--- config.mk ---
export PLATFORM = sky130hd
export DESIGN_NAME = seg7_dual_decoder
export DESIGN_NICKNAME = d
export VERILOG_FILES = /design/src/rtl/seg7_dual_decoder.sv
export SDC_FILE = /design/constraint.sdc
export NUM_CORES = 1
export LEC_CHECK = 0
export ABC_AREA = 1
export CORE_MARGIN = 4
export CORE_UTILIZATION = 30
export DETAILED_ROUTE_END_ITERATION = 10
export MAX_ROUTING_LAYER = met4
export SLEW_MARGIN = 20
export SYNTH_ARGS = -nofsm -noshare
export SYNTH_HDL_FRONTEND = slang
export SYNTH_SLANG_ARGS = --single-unit
--- constraint.sdc ---
create_clock -name clk -period 5.7 [get_ports clk]
set_clock_uncertainty 0.2 [all_clocks]
set_input_delay 0.57 -clock clk [delete_from_list [all_inputs] [get_ports clk]]
set_output_delay 0.57 -clock clk [all_outputs]
set_load 0.005 [all_outputs]
--- src/rtl/seg7_dual_decoder.sv ---
// Receive-side decoder for a dual multiplexed seven-segment bus: tracks the digit
// select, decodes each phase back to BCD and filters over identical frames.
//
// state | meaning
// SYNC  | waiting for a rising select edge; no capture, no checks
// TENS  | inside the tens phase; falling edge captures the tens digit
// ONES  | inside the ones phase; rising edge captures the ones digit, ends a frame
module seg7_dual_decoder #(
    parameter int STABLE_FRAMES = 4,
    parameter int MIN_PHASE     = 2,
    parameter int TIMEOUT       = 1024
) (
    input  logic       clk,
    input  logic       reset,
    input  logic [7:0] disp_in,
    output logic [3:0] tens,
    output logic [3:0] ones,
    output logic       valid,
    output logic       update,
    output logic       err
);

    localparam int CW = $clog2(TIMEOUT + 1);
    localparam int SW = $clog2(STABLE_FRAMES + 1);

    localparam logic [1:0] S_SYNC = 2'd0;
    localparam logic [1:0] S_TENS = 2'd1;
    localparam logic [1:0] S_ONES = 2'd2;

    logic [7:0]    d_q, d_qq;
    logic [CW-1:0] phase_cnt;
    logic [1:0]    state, state_n;
    logic [3:0]    cand_t, cand_o, prev_t, prev_o;
    logic          frame_done;
    logic [SW-1:0] stab_cnt, stab_next;

    logic       sel_edge, phase_ok, timeout_hit;
    logic [3:0] dec_val;
    logic       dec_ok;
    logic       cap_t, cap_o, err_n, clear_stab, pair_same, accept;

    assign sel_edge    = d_q[7] ^ d_qq[7];
    assign phase_ok    = phase_cnt >= CW'(MIN_PHASE);
    assign timeout_hit = !sel_edge && (phase_cnt == CW'(TIMEOUT));

    always_comb begin
        dec_val = 4'hF;
        dec_ok  = 1'b1;
        case (d_qq[6:0])
            7'h3F:   dec_val = 4'd0;
            7'h06:   dec_val = 4'd1;
            7'h5B:   dec_val = 4'd2;
            7'h4F:   dec_val = 4'd3;
            7'h66:   dec_val = 4'd4;
            7'h6D:   dec_val = 4'd5;
            7'h7D:   dec_val = 4'd6;
            7'h07:   dec_val = 4'd7;
            7'h7F:   dec_val = 4'd8;
            7'h6F:   dec_val = 4'd9;
            7'h00:   dec_val = 4'hF;
            default: dec_ok  = 1'b0;
        endcase
    end

    always_comb begin
        state_n = state;
        cap_t   = 1'b0;
        cap_o   = 1'b0;
        err_n   = 1'b0;
        case (state)
            S_SYNC: if (sel_edge && d_q[7]) state_n = S_TENS;
            S_TENS: begin
                if (sel_edge && !d_q[7]) begin
                    if (phase_ok && dec_ok) begin
                        cap_t   = 1'b1;
                        state_n = S_ONES;
                    end else begin
                        err_n   = 1'b1;
                        state_n = S_SYNC;
                    end
                end
            end
            S_ONES: begin
                if (sel_edge && d_q[7]) begin
                    if (phase_ok && dec_ok) begin
                        cap_o   = 1'b1;
                        state_n = S_TENS;
                    end else begin
                        err_n   = 1'b1;
                        state_n = S_SYNC;
                    end
                end
            end
            default: state_n = S_SYNC;
        endcase
        if (timeout_hit) state_n = S_SYNC;
    end

    assign clear_stab = err_n || timeout_hit || (state_n == S_SYNC && state != S_SYNC);
    assign pair_same  = {cand_t, cand_o} == {prev_t, prev_o};

    always_comb begin
        stab_next = SW'(1);
        if (pair_same) begin
            stab_next = (stab_cnt == SW'(STABLE_FRAMES)) ? stab_cnt : stab_cnt + SW'(1);
        end
    end

    // Accept only on the frame that first brings the count to STABLE_FRAMES.
    assign accept = frame_done && (stab_next == SW'(STABLE_FRAMES))
                    && (stab_cnt != SW'(STABLE_FRAMES));

    always_ff @(posedge clk or posedge reset) begin
        if (reset) begin
            d_q        <= '0;
            d_qq       <= '0;
            phase_cnt  <= '0;
            state      <= S_SYNC;
            cand_t     <= 4'hF;
            cand_o     <= 4'hF;
            frame_done <= 1'b0;
            err        <= 1'b0;
        end else begin
            d_q        <= disp_in;
            d_qq       <= d_q;
            state      <= state_n;
            frame_done <= cap_o;
            err        <= err_n;
            if (sel_edge) phase_cnt <= CW'(1);
            else if (phase_cnt != CW'(TIMEOUT)) phase_cnt <= phase_cnt + CW'(1);
            if (cap_t) cand_t <= dec_val;
            if (cap_o) cand_o <= dec_val;
        end
    end

    always_ff @(posedge clk or posedge reset) begin
        if (reset) begin
            stab_cnt <= '0;
            prev_t   <= 4'hF;
            prev_o   <= 4'hF;
            tens     <= 4'hF;
            ones     <= 4'hF;
            valid    <= 1'b0;
            update   <= 1'b0;
        end else begin
            update <= 1'b0;
            if (clear_stab) stab_cnt <= '0;
            else if (frame_done) stab_cnt <= stab_next;
            if (frame_done) begin
                prev_t <= cand_t;
                prev_o <= cand_o;
            end
            if (accept) begin
                valid <= 1'b1;
                if ({cand_t, cand_o} != {tens, ones}) begin
                    tens   <= cand_t;
                    ones   <= cand_o;
                    update <= 1'b1;
                end
            end
            if (timeout_hit) valid <= 1'b0;
        end
    end

endmodule

==> results.md, run 1 <==
| Group | Parameter | This run |
|---|---|---|
| status | Run status | finished, final reports clean |
| logic synthesis | Count of different cell masters after synthesis | 23 |
| clocking | Number of clock sinks | 60 |
| worst setup path | Critical path class | register to output port |
| grt | Largest net degree at the start of global routing | 61 |
| grt | Total global routing overflow | 0 |
| worst setup path | Cell breakdown of the critical path | clkdlybuf4s50_1 |
| finish | Layout-stage area growth over the synthesis result | 19.2% |
| logic synthesis | Total nets after synthesis | 370 |
| drt | Number of search-and-repair iterations in the first detailed-routing pass | 4 |
| logic synthesis | Ranking of synthesized cells by instance count | 86 x sky130_fd_sc_hd__nand2_1, 46 x sky130_fd_sc_hd__inv_1, 40 x sky130_fd_sc_hd__nor2_1, 36 x sky130_fd_sc_hd__dfrtp_1, 29 x sky130_fd_sc_hd__o21ai_0 |
| drt | Detailed-route via count | 2220 |
| finish | Layout cells sized above 1 | 0.154 |
| clocking | Clock tree buffer depth | 2 |
| clocking | Cts-stage hold buffer count | 0 |
| worst setup path | Kind of cell adding the most delay to the critical path | flip-flops |
| drt | WL final | 5.27 mm |
| worst setup path | Critical path startpoint | ones[2] |
| drt | Remaining antenna violation count after routing | 0 |
| logic synthesis | Share of synthesized area occupied by flip-flops and latches | 0.524 |
| worst hold path | Hold Startpoint | d_q[2] |
| logic synthesis | Yosys warns | 0 |
| clocking | Worst-Skew Late Latency | 0.33 ns |
| finish | Total inserted antenna cells | 0 |
| timing | Final worst path period share | 0.383 |
| place | Number of port buffers | 20 |
| flow run | Reported max-cap violation count | 0 |
| worst setup path | Required time of the critical path | 4.93 ns |
| grt | GRT Total Usage | 0.108 |
| worst setup path | Slowest Stage Delay on Critical Path | 0.57 ns |
| logic synthesis | Most common cell in the synthesized netlist | sky130_fd_sc_hd__nand2_1 |
| clocking | Setup Buffers After CTS | 0 |
| worst setup path | Maximum fanout along the worst path | 3 |
| logic synthesis | Cell type with the highest aggregate area in the netlist | sky130_fd_sc_hd__dfrtp_1 |
| logic synthesis | Top-area cell type share of the netlist area | 0.308 |
| floorplan | Full die area | 11400 um2 |
| floorplan | Starting density of the core | 0.312 |
| timing | Top achievable clock speed | 0.458 GHz |
| timing | Worst slew margin relative to its limit | 0.525 |
| power and ir drop | Cell leakage power | 0.00159 uW |
| logic synthesis | #FFs+latches synth | 60 |
| timing | Period minus WS final | 2.18 ns |
| timing | Final hold vios | 0 |
| power and ir drop | Peak ir drop on the vdd network | 156 uV |
| drt | Via density per instance | 4.34 |
| clocking | CTS Buf Count | 9 |
| worst setup path | Setup crit start kind | register |
| worst setup path | Arrival time at the worst endpoint | 1.41 ns |
| logic synthesis | Most used DFF post-synth | sky130_fd_sc_hd__dfrtp_1 |
| place | Post-Place Setup Slack | 3.54 ns |
| clocking | CTS tree | yes |
| grt | First-pass GRT wire length | 9.51 mm |
| worst setup path | Slowest cell on the critical path | sky130_fd_sc_hd__dfstp_2 |
| grt | Number of antenna violations at the first check in global routing | 0 |
| drt | Drc violations | 0 |
| finish | Number of nets in the final layout | 399 |
| floorplan | Die outline width | 107 um |
| logic synthesis | Proportion of register bits with asynchronous set or reset after synthesis | 1.00 |
| floorplan | Standard-cell row count | 35 |
| logic synthesis | Mapped Cells | 349 |
| logic synthesis | Netlist area before placement | 2920 um2 |
| clocking | CTS clock-pin slew for the worst setup and hold paths | 0.07 ns |
| timing | Number of max-slew violations in the final report | 0 |
| timing | Total Negative Setup Slacks | 0 ns |
| worst setup path | R2r startpoint | cand_t[2] |
| timing | Final worst setup slack | 3.52 ns |
| clocking | H-Tree Level Count | 3 |
| floorplan | Placeable Area | 9370 um2 |
| timing | Transition time of the tightest slew-check pin | 0.713 ns |
| drt | Routed wire length per instance | 10.3 um |
| timing | Setup repair after global routing missed its margin | no |
| logic synthesis | Synthesized area per cell | 8.37 um2 |
| worst hold path | Worst hold path type | register to register |
| worst setup path | Kind of capture point of the worst setup path | output port |
| place | Routability cong. | 0.781 |
| grt | Number of global-route vias before repair | 2177 |
| drt | Violation count after the first detailed-routing iteration | 60 |
| worst setup path | Worst path buffer plus inverter count | 1 |
| logic synthesis | Count of flip-flops with a built-in enable after synthesis | 0 |
| power and ir drop | Power density relative to cell area | 303 nW/um2 |
| floorplan | Number of I/O pins | 21 |
| logic synthesis | Largest cells by area after synthesis | sky130_fd_sc_hd__dfrtp_1 31%, sky130_fd_sc_hd__dfstp_2 22%, sky130_fd_sc_hd__nand2_1 11% |
| clocking | Cells resized by post-CTS repair | 0 |
| floorplan | Vertical extent of the die | 107 um |
| place | Post-DP HPWL | 3.94 mm |
| timing | Final setup vio count | 0 |
| clocking | CTS Root Buffer Type | sky130_fd_sc_hd__clkbuf_8 |
-- power breakdown --
| group | total (uW) | switching (uW) | internal, uW |
|---|---|---|---|
| registers | 491 | 28.4 | 462 |
| clock network | 395 | 157 | 238 |
| logic | 171 | 104 | 66.4 |
-- metrics by stage --
stage,utilization,total power (uW),instance area [um2],std cells,hold WS (ns)
final,0.372,1060,3480,512,0.149
after global routing,0.372,1120,3480,512,0.154
after CTS,0.372,1070,3480,512,0.150
after detailed placement,0.349,670,3270,496,0.136
after global placement,0.349,665,3270,496,0.132
after floorplan,-,620,2920,349,0.131
-- layout by cell type (no fill, tap or decap), types with 8 or more instances in the layout --
cell type,n
sky130_fd_sc_hd__a21oi_1,12
sky130_fd_sc_hd__nand3_1,12
sky130_fd_sc_hd__ha_1,11
sky130_fd_sc_hd__nand2_1,86
sky130_fd_sc_hd__nand4_1,8
sky130_fd_sc_hd__dfrtp_1,36
sky130_fd_sc_hd__dfstp_2,24
sky130_fd_sc_hd__inv_1,45
sky130_fd_sc_hd__clkdlybuf4s50_1,20
sky130_fd_sc_hd__o21ai_0,29
sky130_fd_sc_hd__xor2_1,11
sky130_fd_sc_hd__nor2_1,40
sky130_fd_sc_hd__clkbuf_8,10
sky130_fd_sc_hd__inv_2,11
-- per-layer routing --
| metal | wire length, um | track usage | up-vias | part of all wire |
|---|---|---|---|---|
| li1 | - | - | 1163 | - |
| met1 | 2530 | 0.130 | 1012 | 0.48 |
| met2 | 2390 | 0.169 | 40 | 0.45 |
| met3 | 294 | 0.0391 | 5 | 0.056 |
| met4 | 51 | 0.0329 | 0 | 0.0097 |
| met5 | 0 | - | - | 0 |
-- state kept, by name (all words and copies together) (netlist names) --
register / count
state: 2
d_qq: 8
cand_o: 4
prev_t: 4
valid: 1
frame_done: 1
update: 1
phase_cnt: 11
cand_t: 4
prev_o: 4
stab_cnt: 3
tens: 4
ones: 4
err: 1
d_q: 8
-- layout make-up --
| type | count | area, um2 |
|---|---|---|
| inverters | 56 | 210 |
| clock buffers | 12 | 166 |
| well taps | 129 | 161 |
| repair buffers | 21 | 208 |
| clock inverters | 4 | 45.0 |
| multi-input cells | 230 | 1160 |
| flip-flops and latches | 60 | 1530 |
| fillers | 980 | 5890 |
-- kinds of logic after synthesis --
group                      after synthesis  synth area share
DFF                                     60             0.524
and+or+nand+nor                        157             0.224
adders and majority gates               11            0.0471
xor gates and xnor gates                11            0.0330
buffers and inverters                   59            0.0784
AOI/OAI and AO/OA                       51            0.0934
-- worst paths after layout --
check,to,slack [ns],cells past startpoint
max,ones[2],3.52,1
min,d_qq[2],0.15,0
max reg2reg,tens[0],3.52,10
min reg2reg,d_qq[2],0.15,0
max in group asynchronous,frame_done,4.27,3
min in group asynchronous,phase_cnt[7],0.55,3
Note: power is estimated with default switching activity, not from simulation.
==> run 2, diff against run 1 <==
==> constraint.sdc (replaced) <==
create_clock -name clk -period 1.87 [get_ports clk]
set_clock_uncertainty 0.2 [all_clocks]
set_input_delay 0.187 -clock clk [delete_from_list [all_inputs] [get_ports clk]]
set_output_delay 0.187 -clock clk [all_outputs]
set_load 0.005 [all_outputs]
==> run 2 against run 1 <==
The run now ends with negative setup slack left; critical path depth up 9; design area up 18%; register-to-register slack worse by 3.6 ns; final cell count up 9.2%; non-clock buffer count up 46; combinational power rose to 5.3 times the previous value; total power rose to 3.5 times the previous value; critical path type is now register to register; largest cell class unchanged; largest power group unchanged.
==> results.md, run 2 (same netlist as run 1, synthesis figures left out) <==
| Group | Parameter | This run |
|---|---|---|
| floorplan | Die outline width | 107 um |
| grt | Total global routing overflow | 0 |
| flow run | Reported max-cap violation count | 0 |
| grt | First-pass GRT wire length | 10.2 mm |
| clocking | Worst-Skew Late Latency | 0.33 ns |
| floorplan | Vertical extent of the die | 107 um |
| place | Number of port buffers | 20 |
| grt | Largest net degree at the start of global routing | 61 |
| timing | Number of max-slew violations in the final report | 0 |
| drt | WL final | 6.32 mm |
| timing | Worst slew margin relative to its limit | 0.759 |
| finish | Commonest non-fill, non-tap cells in the layout | 73 x sky130_fd_sc_hd__nand2_1, 45 x sky130_fd_sc_hd__buf_4, 38 x sky130_fd_sc_hd__inv_1 |
| finish | Number of nets in the final layout | 446 |
| timing | Final setup vio count | 11 |
| timing | Final worst setup slack | -0.0860 ns |
| drt | Violation count after the first detailed-routing iteration | 54 |
| clocking | H-Tree Level Count | 3 |
| place | Routability cong. | 0.792 |
| finish | Area taken by multi-input logic gates | 1390 um2 |
| grt | Number of global-route vias before repair | 2318 |
| worst setup path | Cell breakdown of the critical path | inv_2 > nand2_1 > nand4_1 > nor2_2 > and2_4 > nand2_4 > nor3_4 > buf_6 > nand2_8 > o21ai_2 |
| clocking | Number of clock sinks | 60 |
| floorplan | Full die area | 11400 um2 |
| worst setup path | Slowest cell on the critical path | sky130_fd_sc_hd__dfstp_2 |
| worst hold path | Worst hold path type | input port to async pin |
| grt | Number of antenna violations at the first check in global routing | 0 |
| power and ir drop | Power density relative to cell area | 908 nW/um2 |
| clocking | CTS clock-pin slew for the worst setup and hold paths | 0.07 ns |
| floorplan | Starting density of the core | 0.312 |
| status | Run status | complete, but fails checks |
| floorplan | Standard-cell row count | 35 |
| finish | Layout Utilization | 0.438 |
| timing | Setup repair after global routing missed its margin | yes |
| drt | Drc violations | 0 |
| worst setup path | Worst setup slack for register-to-register paths | -0.09 ns |
| finish | Largest register FFs | 11 |
| finish | Fillers | 940 |
| worst setup path | Maximum fanout along the worst path | 8 |
| timing | Total Negative Setup Slacks | -0.702 ns |
| finish | Total inserted antenna cells | 0 |
| finish | Leading registers by flop count | phase_cnt (11), d_q (8), d_qq (8) |
| timing | Transition time of the tightest slew-check pin | 0.361 ns |
| worst setup path | Worst path buffer plus inverter count | 2 |
| place | Post-DP HPWL | 4.23 mm |
| power and ir drop | Cell leakage power | 0.00186 uW |
| clocking | CTS Buf Count | 9 |
| floorplan | Number of I/O pins | 21 |
| worst setup path | Setup crit start kind | register |
| worst setup path | Total stage count of the critical path | 10 |
| worst setup path | Kind of capture point of the worst setup path | register |
| worst setup path | Arrival time at the worst endpoint | 2.03 ns |
| drt | Via density per instance | 4.48 |
| worst setup path | Kind of cell adding the most delay to the critical path | simple AND/OR/NAND/NOR gates |
| timing | Top achievable clock speed | 0.511 GHz |
| drt | Detailed-route via count | 2503 |
| grt | GRT Total Usage | 0.114 |
| finish | Sequential cell area | 1530 um2 |
| floorplan | Placeable Area | 9370 um2 |
| finish | Largest register by flop count | phase_cnt |
| finish | Layout-stage area growth over the synthesis result | 40.6% |
| clocking | Clock tree buffer depth | 2 |
| timing | Final worst path period share | 1.05 |
| worst setup path | Critical path class | register to register |
| status | Violated checks | negative setup slack |
| finish | Layout Cell Area excl Fill | 4110 um2 |
| drt | Number of search-and-repair iterations in the first detailed-routing pass | 4 |
| place | Post-placement cell area | 3570 um2 |
| drt | Routed wire length per instance | 11.3 um |
| finish | Leading cell type in the layout, fill and taps excluded | sky130_fd_sc_hd__nand2_1 |
| power and ir drop | Peak ir drop on the vdd network | 476 uV |
| worst setup path | Required time of the critical path | 1.94 ns |
| timing | Period minus WS final | 1.96 ns |
| worst setup path | Slowest Stage Delay on Critical Path | 0.53 ns |
| drt | Remaining antenna violation count after routing | 0 |
| clocking | Cts-stage hold buffer count | 0 |
| timing | Final hold vios | 0 |
| worst setup path | Depth of the worst register-to-register path | 10 |
| clocking | CTS Root Buffer Type | sky130_fd_sc_hd__clkbuf_8 |
| finish | Layout cells sized above 1 | 0.372 |
| clocking | CTS tree | yes |
## run 2: timing repair
action,in CTS,in global routing
pin swaps,8,27
cloned,1,0
setup buffers,2,8
endpoints found under the setup margin,16,25
gates resized for setup,15,59
hold endpoints to repair,0,0
## run 2: stage by stage
stage	cells	hold WS, ns	total power, uW	setup slack, ns
after floorplan	349	0.0184	1890	0.00344
final	559	0.0262	3730	-0.0860
after global routing	559	0.0495	3940	-0.220
after detailed placement	534	0.135	2130	-0.209
after CTS	552	0.0253	3560	-0.0857
after global placement	534	0.133	2120	-0.130
## run 2: routing by layer
layer  global-route usage  part of all wire
met1                0.137              0.45
met2                0.185              0.50
met3               0.0313             0.034
met4               0.0402             0.018
met5                    -                 0
## run 2: where the power goes
part	total (uW)	internal (uW)	switching [uW]	leakage, uW
combinational	900	396	503	0.00103
sequential	1490	1410	78.1	0.000706
clock	1340	849	494	0.000123
total	3730	2650	1080	0.00186
## run 2: cell type report
type,instances,share of cell area
tap,129,0.0393
clock buffer,14,0.0500
multi-input combinational,231,0.337
sequential,60,0.373
inverter,56,0.0530
timing repair buffer,67,0.139
clock inverter,2,0.00853
## run 2: path summary, 6_finish.rpt
kind	startpoint	endpoint
max in group asynchronous	reset	prev_t[0]
max	cand_t[2]	ones[3]
min	reset	d_q[2]
min reg2reg	d_q[0]	d_qq[0]
max reg2reg	cand_t[2]	ones[3]
min in group clk	disp_in[2]	d_q[2]
## run 2: tightest hold or removal path, stage by stage
cell,delay [ns]
sky130_fd_sc_hd__clkdlybuf4s50_1,0.41
sky130_fd_sc_hd__inv_2,0.07
sky130_fd_sc_hd__buf_12,0.28
